--- config.mk ---
export PLATFORM = sky130hd
export DESIGN_NAME = mnist_layer_sequencer
export DESIGN_NICKNAME = d
export VERILOG_FILES = /design/src/rtl/mnist_layer_sequencer.sv
export SDC_FILE = /design/constraint.sdc
export NUM_CORES = 1
export LEC_CHECK = 0
export ABC_AREA = 1
export ABC_CLOCK_PERIOD_IN_PS = 2800
export CORE_MARGIN = 5
export CORE_UTILIZATION = 35
export DETAILED_ROUTE_END_ITERATION = 7
export PLACE_DENSITY = 0.63
export SKIP_LAST_GASP = 1
export SYNTH_ARGS = -nofsm -noshare
export SYNTH_HDL_FRONTEND = slang
export SYNTH_SLANG_ARGS = --single-unit
--- constraint.sdc ---
create_clock -name clk -period 2.8 [get_ports clk]
set_input_delay 0.28 -clock clk [delete_from_list [all_inputs] [get_ports clk]]
set_output_delay 0.28 -clock clk [all_outputs]
set_load 0.02 [all_outputs]
--- src/rtl/mnist_layer_sequencer.sv ---
// Layer sequencer for the 784-input MAC: per neuron clear, stream pixel/weight
// addresses, capture the sum, track a signed argmax and report the winning class.
//   state   | meaning
//   S_IDLE  | waiting for start
//   S_CLEAR | one-cycle accumulator clear, address counters reloaded
//   S_ACCUM | one mac_en per non-stalled cycle, NUM_INPUTS beats per neuron
//   S_WAIT  | waiting for the MAC final sum
//   S_DONE  | one-cycle done pulse, class outputs already valid
module mnist_layer_sequencer #(
    parameter int NUM_INPUTS  = 784,
    parameter int NUM_NEURONS = 10,
    parameter int ACC_W       = 26,
    parameter int PIX_AW      = 10,
    parameter int WGT_AW      = 13,
    parameter int IDX_W       = 4
) (
    input  logic              clk,
    input  logic              GlobalReset,
    input  logic              start,
    input  logic              stall,
    input  logic              acc_valid,
    input  logic [ACC_W-1:0]  acc_value,
    output logic              busy,
    output logic              done,
    output logic              mac_clr,
    output logic              mac_en,
    output logic              mac_last,
    output logic [PIX_AW-1:0] pix_addr,
    output logic [WGT_AW-1:0] wgt_addr,
    output logic [IDX_W-1:0]  neuron_idx,
    output logic              result_valid,
    output logic [ACC_W-1:0]  result_value,
    output logic [IDX_W-1:0]  class_out,
    output logic [ACC_W-1:0]  class_score
);

    localparam logic [PIX_AW-1:0] LAST_PIX    = PIX_AW'(NUM_INPUTS - 1);
    localparam logic [IDX_W-1:0]  LAST_NEURON = IDX_W'(NUM_NEURONS - 1);
    localparam logic [WGT_AW-1:0] BASE_STEP   = WGT_AW'(NUM_INPUTS);

    typedef enum logic [2:0] {S_IDLE, S_CLEAR, S_ACCUM, S_WAIT, S_DONE} state_t;

    state_t             state_q, state_d;
    logic [WGT_AW-1:0]  base_q;
    logic [ACC_W-1:0]   best_q, best_d;
    logic [IDX_W-1:0]   best_idx_q, best_idx_d;
    logic               rv_q;
    logic               take_new;
    logic               last_neuron;

    always_ff @(posedge clk) begin
        if (!GlobalReset) state_q <= S_IDLE;
        else              state_q <= state_d;
    end

    always_comb begin
        state_d  = state_q;
        mac_clr  = 1'b0;
        mac_en   = 1'b0;
        mac_last = 1'b0;
        done     = 1'b0;
        case (state_q)
            S_IDLE:  if (start) state_d = S_CLEAR;
            S_CLEAR: begin
                mac_clr = 1'b1;
                state_d = S_ACCUM;
            end
            S_ACCUM: if (!stall) begin
                mac_en = 1'b1;
                if (pix_addr == LAST_PIX) begin
                    mac_last = 1'b1;
                    state_d  = S_WAIT;
                end
            end
            S_WAIT:  if (acc_valid) state_d = last_neuron ? S_DONE : S_CLEAR;
            S_DONE: begin
                done    = 1'b1;
                state_d = S_IDLE;
            end
            default: state_d = S_IDLE;
        endcase
        // the state register still holds its old value during the reset cycle
        if (!GlobalReset) begin
            mac_clr  = 1'b0;
            mac_en   = 1'b0;
            mac_last = 1'b0;
            done     = 1'b0;
        end
    end

    assign busy         = (state_q != S_IDLE);
    assign result_valid = rv_q & GlobalReset;
    assign last_neuron  = (neuron_idx == LAST_NEURON);
    assign take_new     = (neuron_idx == '0) || ($signed(acc_value) > $signed(best_q));
    assign best_d       = take_new ? acc_value  : best_q;
    assign best_idx_d   = take_new ? neuron_idx : best_idx_q;

    always_ff @(posedge clk) begin
        if (!GlobalReset) begin
            pix_addr     <= '0;
            wgt_addr     <= '0;
            neuron_idx   <= '0;
            base_q       <= '0;
            best_q       <= '0;
            best_idx_q   <= '0;
            rv_q         <= 1'b0;
            result_value <= '0;
            class_out    <= '0;
            class_score  <= '0;
        end else begin
            rv_q <= 1'b0;
            case (state_q)
                S_IDLE: if (start) begin
                    neuron_idx <= '0;
                    base_q     <= '0;
                end
                S_CLEAR: begin
                    pix_addr <= '0;
                    wgt_addr <= base_q;
                end
                // the final beat leaves the addresses on the last input so wgt_addr never passes the table end
                S_ACCUM: if (!stall && (pix_addr != LAST_PIX)) begin
                    pix_addr <= pix_addr + 1'b1;
                    wgt_addr <= wgt_addr + 1'b1;
                end
                S_WAIT: if (acc_valid) begin
                    result_value <= acc_value;
                    rv_q         <= 1'b1;
                    best_q       <= best_d;
                    best_idx_q   <= best_idx_d;
                    // loading the class here makes it valid during the done pulse
                    if (last_neuron) begin
                        class_out   <= best_idx_d;
                        class_score <= best_d;
                    end else begin
                        neuron_idx <= neuron_idx + 1'b1;
                        base_q     <= base_q + BASE_STEP;
                    end
                end
                default: ;
            endcase
        end
    end

endmodule
==> results.sh, run 1 <==
export IMPL_status="finished, final reports clean"
export IMPL_r2r_end="class_score[0]"
export IMPL_critical_path_max_fanout=4
export IMPL_yosysWarningCount=0
export IMPL_cts_buffers=17
export IMPL_min_period_ns=2.40
export IMPL_portBuffers=119
export IMPL_timing_rr_start="best_q[25]"
export IMPL_drv_cap=0
export IMPL_finalNonFillerCells=1319
export IMPL_grt_max_degree=61
export IMPL_r2r_slack_ns=0.44
export IMPL_syn_inst=966
export IMPL_antenna_cells=0
export IMPL_synth_top_area_cell="dfxtp_1"
export IMPL_max_stage_delay_ns=0.65
export IMPL_fmax_ghz=0.417
export IMPL_syn_num_nets=1029
export IMPL_relSlewSlack_pct=65.0
export IMPL_post_route_cells_drive_above_1_share_pct=5.23
export IMPL_clk_path_buf_depth=2
export IMPL_wire_per_inst_um=13.7
export IMPL_path_clk_slew_ns=0.05
export IMPL_powerDensity_nw_per_um2=670
export IMPL_cts_sinks=126
export IMPL_seqCellArea_um2=2520
export IMPL_io_pins=120
export IMPL_leakage_nw=3.79
export IMPL_hold_buffers=0
export IMPL_seq_area_frac_synth_pct=39.0
export IMPL_vias_per_cell=4.80
export IMPL_hold_slack_ns=0.401
export IMPL_die_h_um=146
export IMPL_end_kind="output port"
export IMPL_clockRootBuffer="clkbuf_16"
export IMPL_antenna_found_initial=0
export IMPL_finalSetupTns_ns=0
export IMPL_clk_latency_ns=0.41
export IMPL_drt_iter0_markers=274
export IMPL_slew_viol_final=0
export IMPL_worstPathCellList="ha_1 > and3_1 > nand4_1 > nor4_1 > clkdlybuf4s50_1"
export IMPL_cts_tree="yes"
export IMPL_core_area_um2=18100
export IMPL_reg2reg_depth=14
export IMPL_yosysTopAreaCellShare_pct=39.0
export IMPL_syn_area_per_cell_um2=6.70
export IMPL_nFillCells=1814
export IMPL_synth_enable_flop_cells=0
export IMPL_ys_types=34
export IMPL_grt_pass1_vias=6228
export IMPL_drc=0
export IMPL_grt_total_usage_pct=17.2
export IMPL_multiInputGateArea_um2=3210
export IMPL_wl_um=18000
export IMPL_skew_ns=0.0100
export IMPL_die_width_um=146
export IMPL_cp_startpoint="pix_addr[0]"
export IMPL_critPathRequiredTime_ns=2.52
export IMPL_core_rowCount=49
export IMPL_synthArstFlopShare_pct=0
export IMPL_area_delta_synth_final_pct=31.3
export IMPL_worstPathArrival_ns=2.12
export IMPL_first_pass_iters=8
export IMPL_via_count=6327
export IMPL_grt_setup_unrepaired="false"
export IMPL_hp_class="primary input to register"
export IMPL_yosys_top_cells_area="dfxtp_1 39%, nand2_1 10%, nand3_1 8.4%"
export IMPL_synth_top_cells_by_count="176 x nand2_1, 145 x nor2_1, 141 x inv_1, 126 x dfxtp_1, 109 x nand3_1"
export IMPL_post_cts_resized=0
export IMPL_ir_drop_mv=0.412
export IMPL_tightest_slew_ns=0.525
export IMPL_timing_critical_path_to="mac_last"
export IMPL_num_nets_final=1143
export IMPL_critPathLaunchType="register"
export IMPL_slowest_stage="clkdlybuf4s50_1"
export IMPL_place_inst=1290
export IMPL_final_hold_viol_count=0
export IMPL_h_tree_depth=4
export IMPL_synth_seq_cells=126
export IMPL_place_gp_congestion=0.801
export IMPL_dpl_hpwl_um=12400
export IMPL_fin_crit_sh_pct=85.6
export IMPL_grt_overflow=0
export IMPL_grt_pass1_wl_um=30600
export IMPL_post_cts_buffers=0
export IMPL_synth_ff_type="dfxtp_1"
export IMPL_floorplan_initialDensity_pct=35.8
export IMPL_drtAntennaViolNets=0
export IMPL_yosysMostFrequentCell="nand2_1"
export IMPL_placed_area_um2=7960
export IMPL_syn_area_um2=6470
export IMPL_finalSetupViolations=0
export IMPL_finalInstanceArea_um2=8500
export IMPL_die_area_um2=21300
export IMPL_power_mw=5.70
export IMPL_path_class="register to output port"
[power by group]
part           leakage [nW]  switching (mW)  internal (mW)  total [mW]
clock network         0.257           0.776           1.27        2.05
logic                  2.51           0.924          0.598        1.52
registers              1.02           0.155           1.97        2.13
[routing by layer]
metal	vias to the layer above	track usage, %	wire length [um]
met5	-	0	0
met4	0	4.61	217
met3	20	3.67	888
met2	147	28.8	8400
met1	2851	22.5	8550
li1	3309	-	-
[worst max-delay path, delay by kind of cell (launching register included)]
kind / cells / cell delay, ns
flops: 1 / 0.39
buf+inv: 1 / 0.65
fa+ha+maj: 1 / 0.22
simple gates: 3 / 0.44
[worst min-delay path by stage]
stage                   from                to  depth (start not counted)
6_report         GlobalReset        state_q[2]                          4
3_5_place_dp       base_q[7]         base_q[7]                          1
3_3_place_gp       base_q[8]         base_q[8]                          1
5_1_grt          GlobalReset        state_q[2]                          4
4_1_cts          GlobalReset        state_q[2]                          4
2_1_floorplan  acc_value[10]  result_value[10]                          2
[layout by cell type, fill, tap and decap left out, types with 4 or more instances in the layout]
| cell type | n |
|---|---|
| buf_12 | 4 |
| ha_1 | 32 |
| buf_4 | 16 |
| a21oi_1 | 66 |
| clkdlybuf4s50_1 | 118 |
| inv_1 | 141 |
| nor2_1 | 145 |
| clkbuf_16 | 17 |
| nor3_1 | 18 |
| nand2_1 | 176 |
| a31oi_1 | 4 |
| xnor2_1 | 4 |
| nand4_1 | 8 |
| xor2_1 | 5 |
| inv_2 | 6 |
| nand3_1 | 109 |
| o21ai_0 | 57 |
| o21a_1 | 5 |
| dfxtp_1 | 126 |
[layout make-up]
class                      instances  share of cell area, %
sequential                       126                   29.7
clock inverter                     6                  0.736
multi-input combinational        649                   37.8
clock buffer                      23                   5.62
inverter                         147                   6.49
timing repair buffer             139                   16.3
tap                              229                   3.37
[per-stage QoR]
step	utilization [%]	setup WS, ns
finish	47.0	0.402
global route	47.0	0.196
CTS	47.0	0.398
detailed placement	44.0	0.0364
global placement	44.0	0.0616
floorplan	-	0.800
[state kept, by name (all words and copies together), names as in the netlist]
signal	flops
neuron_idx	4
rv_q	1
class_out	4
result_value	26
state_q	3
wgt_addr	13
best_q	26
best_idx_q	4
class_score	26
base_q	9
pix_addr	10
[cells by family (layout without fill, tap and decap cells)]
kind of cell	count (synthesis)	count (layout)	share of synthesized area, %
xor+xnor	9	9	1.22
buf+inv	191	315	11.5
fa+ha+maj	32	32	6.19
simple gates	467	467	30.6
compound gates	141	141	11.6
flops	126	126	39.0
No activity file was read; power rests on OpenSTA's default activity.
==> run 2: changes to the inputs <==
==> constraint.sdc (replaced) <==
create_clock -name clk -period 2.8 [get_ports clk]
set_input_delay 0.28 -clock clk [delete_from_list [all_inputs] [get_ports clk]]
set_output_delay 0.28 -clock clk [all_outputs]
set_load 0.05 [all_outputs]
==> run 2 against run 1 <==
Against the previous run:
- combinational power grew 18%
- routed wire length shrank 0.94%
- cell count shrank 0.23%
- critical path type is now register to register
- non-clock buffer count shrank 5
- largest power group is now the clock network
- utilization grew 0.21 points
- first-iteration DRC count grew 16%
- hold slack lost 0.065 ns
- register-to-register slack gained 0.10 ns
- sequential share of layout area shrank 0.13 points
- clock skew shrank 0.0043 ns
- clock-buffer cell count grew 2
- total power grew 8.1%
==> results.sh, run 2 (synthesis gave the netlist of run 1 again) <==
export IMPL_status="finished, final reports clean"
export IMPL_clk_latency_ns=0.42
export IMPL_grt_max_degree=63
export IMPL_tightest_slew_ns=0.730
export IMPL_slew_viol_final=0
export IMPL_seqPwrFrac_pct=34.5
export IMPL_critPathRequiredTime_ns=3.12
export IMPL_final_hold_viol_count=0
export IMPL_p_sw_share_pct=35.1
export IMPL_critical_path_max_fanout=15
export IMPL_final_common_cell="nand2_1"
export IMPL_die_width_um=146
export IMPL_grt_pass1_wl_um=29900
export IMPL_wl_um=17900
export IMPL_fin_crit_sh_pct=80.6
export IMPL_antenna_found_initial=1
export IMPL_post_cts_resized=0
export IMPL_reg_largest_list="best_q: 26 flops, class_score: 26 flops, result_value: 26 flops"
export IMPL_hold_buffers=0
export IMPL_p_sw_mw=2.16
export IMPL_cts_sinks=126
export IMPL_floorplan_initialDensity_pct=35.8
export IMPL_critPathLaunchType="register"
export IMPL_powerDensity_nw_per_um2=721
export IMPL_leakage_nw=3.81
export IMPL_fmax_ghz=0.443
export IMPL_grt_overflow=0
export IMPL_vias_per_cell=4.80
export IMPL_wire_per_inst_um=13.6
export IMPL_worstPathArrival_ns=2.57
export IMPL_hp_class="primary input to register"
export IMPL_path_class="register to register"
export IMPL_clkPwrFrac_pct=36.3
export IMPL_timing_rr_start="best_q[25]"
export IMPL_internal_power_mw=3.99
export IMPL_r2r_end="best_q[18]"
export IMPL_min_period_ns=2.26
export IMPL_first_pass_iters=5
export IMPL_nFillCells=1785
export IMPL_dpl_hpwl_um=12100
export IMPL_post_route_cells_drive_above_1_share_pct=5.52
export IMPL_die_h_um=146
export IMPL_drv_cap=0
export IMPL_ir_drop_mv=0.488
export IMPL_finalSetupTns_ns=0
export IMPL_io_pins=120
export IMPL_placed_area_um2=7940
export IMPL_reg2reg_depth=14
export IMPL_antenna_cells=0
export IMPL_min_path_cells=3
export IMPL_finalSetupViolations=0
export IMPL_path_clk_slew_ns=0.05
export IMPL_drt_iter0_markers=318
export IMPL_post_cts_buffers=0
export IMPL_finalInstanceArea_um2=8540
export IMPL_clk_path_buf_depth=2
export IMPL_relSlewSlack_pct=51.2
export IMPL_skew_ns=0.00568
export IMPL_end_kind="register"
export IMPL_grt_setup_unrepaired="false"
export IMPL_core_rowCount=49
export IMPL_cts_tree="yes"
export IMPL_grt_total_usage_pct=17.0
export IMPL_num_nets_final=1138
export IMPL_r2r_slack_ns=0.54
export IMPL_area_delta_synth_final_pct=31.9
export IMPL_clockRootBuffer="clkbuf_16"
export IMPL_seqCellArea_um2=2520
export IMPL_cts_buffers=17
export IMPL_core_area_um2=18100
export IMPL_hold_end="result_value[23]"
export IMPL_min_from="GlobalReset"
export IMPL_h_tree_depth=4
export IMPL_combPwrFrac_pct=29.2
export IMPL_multiInputGateArea_um2=3220
export IMPL_place_gp_congestion=0.829
export IMPL_portBuffers=119
export IMPL_die_area_um2=21300
export IMPL_drc=0
export IMPL_via_count=6319
export IMPL_drtAntennaViolNets=0
export IMPL_power_mw=6.16
export IMPL_grt_pass1_vias=6054
export IMPL_final_cell_mix="176 x nand2_1, 145 x nor2_1, 141 x inv_1, 126 x dfxtp_1, 114 x clkdlybuf4s50_1"
## run 2: critical path, stage by stage (launching register included)
cell	delay [ns]
dfxtp_1	0.34
inv_1	0.06
ha_1	0.33
nand2_1	0.09
nor2_1	0.14
nand3_1	0.13
nor3_1	0.16
nand4_1	0.15
nand3_2	0.14
nand2_1	0.07
buf_4	0.22
nand2_1	0.09
nand3_1	0.09
nand2_1	0.11
inv_1	0.04
## run 2: layout make-up
| class | count | share of cell area [%] |
|---|---|---|
| flip-flops and latches | 126 | 29.5 |
| multi-input cells | 649 | 37.7 |
| repair buffers | 134 | 16.0 |
| clock inverters | 6 | 0.938 |
| inverters | 147 | 6.46 |
| clock buffers | 25 | 6.04 |
| well taps | 229 | 3.36 |
## run 2: how the worst max path moves through the flow
stage | endpoint | slack, ns | startpoint | depth (start not counted)
floorplan | mac_last | 0.47 | pix_addr[0] | 4
finish | best_q[18] | 0.54 | best_q[25] | 14
global placement | class_score[12] | 0.26 | acc_value[21] | 15
global route | best_q[18] | 0.24 | best_q[25] | 14
CTS | best_q[18] | 0.54 | best_q[25] | 14
detailed placement | best_q[17] | 0.20 | acc_value[25] | 14
## run 2: layer usage
metal | global-route usage, % | up-vias | wire length, um
li1 | - | 3301 | -
met1 | 22.2 | 2850 | 8510
met2 | 27.2 | 145 | 8030
met3 | 5.39 | 21 | 1100
met4 | 4.46 | 2 | 225
met5 | 0 | - | 14
## run 2: through the flow
stage                     utilization [%]  cells  worst slack [ns]  hold slack [ns]
final                                47.2   1316             0.544            0.336
after global routing                 47.2   1316             0.244            0.405
after CTS                            47.2   1316             0.537            0.348
after detailed placement             43.9   1285             0.201            0.457
after global placement               43.9   1285             0.259            0.451
after floorplan                         -    966             0.469            0.415
## run 2: power by group through the flow
| stage | clock [mW] | sequential [mW] | combinational (mW) |
|---|---|---|---|
| global route | 2.36 | 2.15 | 1.98 |
| detailed placement | 0 | 2.16 | 1.80 |
| finish | 2.23 | 2.12 | 1.80 |
| global placement | 0 | 2.16 | 1.79 |
| floorplan | 0 | 2.53 | 0.852 |
| CTS | 2.28 | 2.12 | 1.81 |
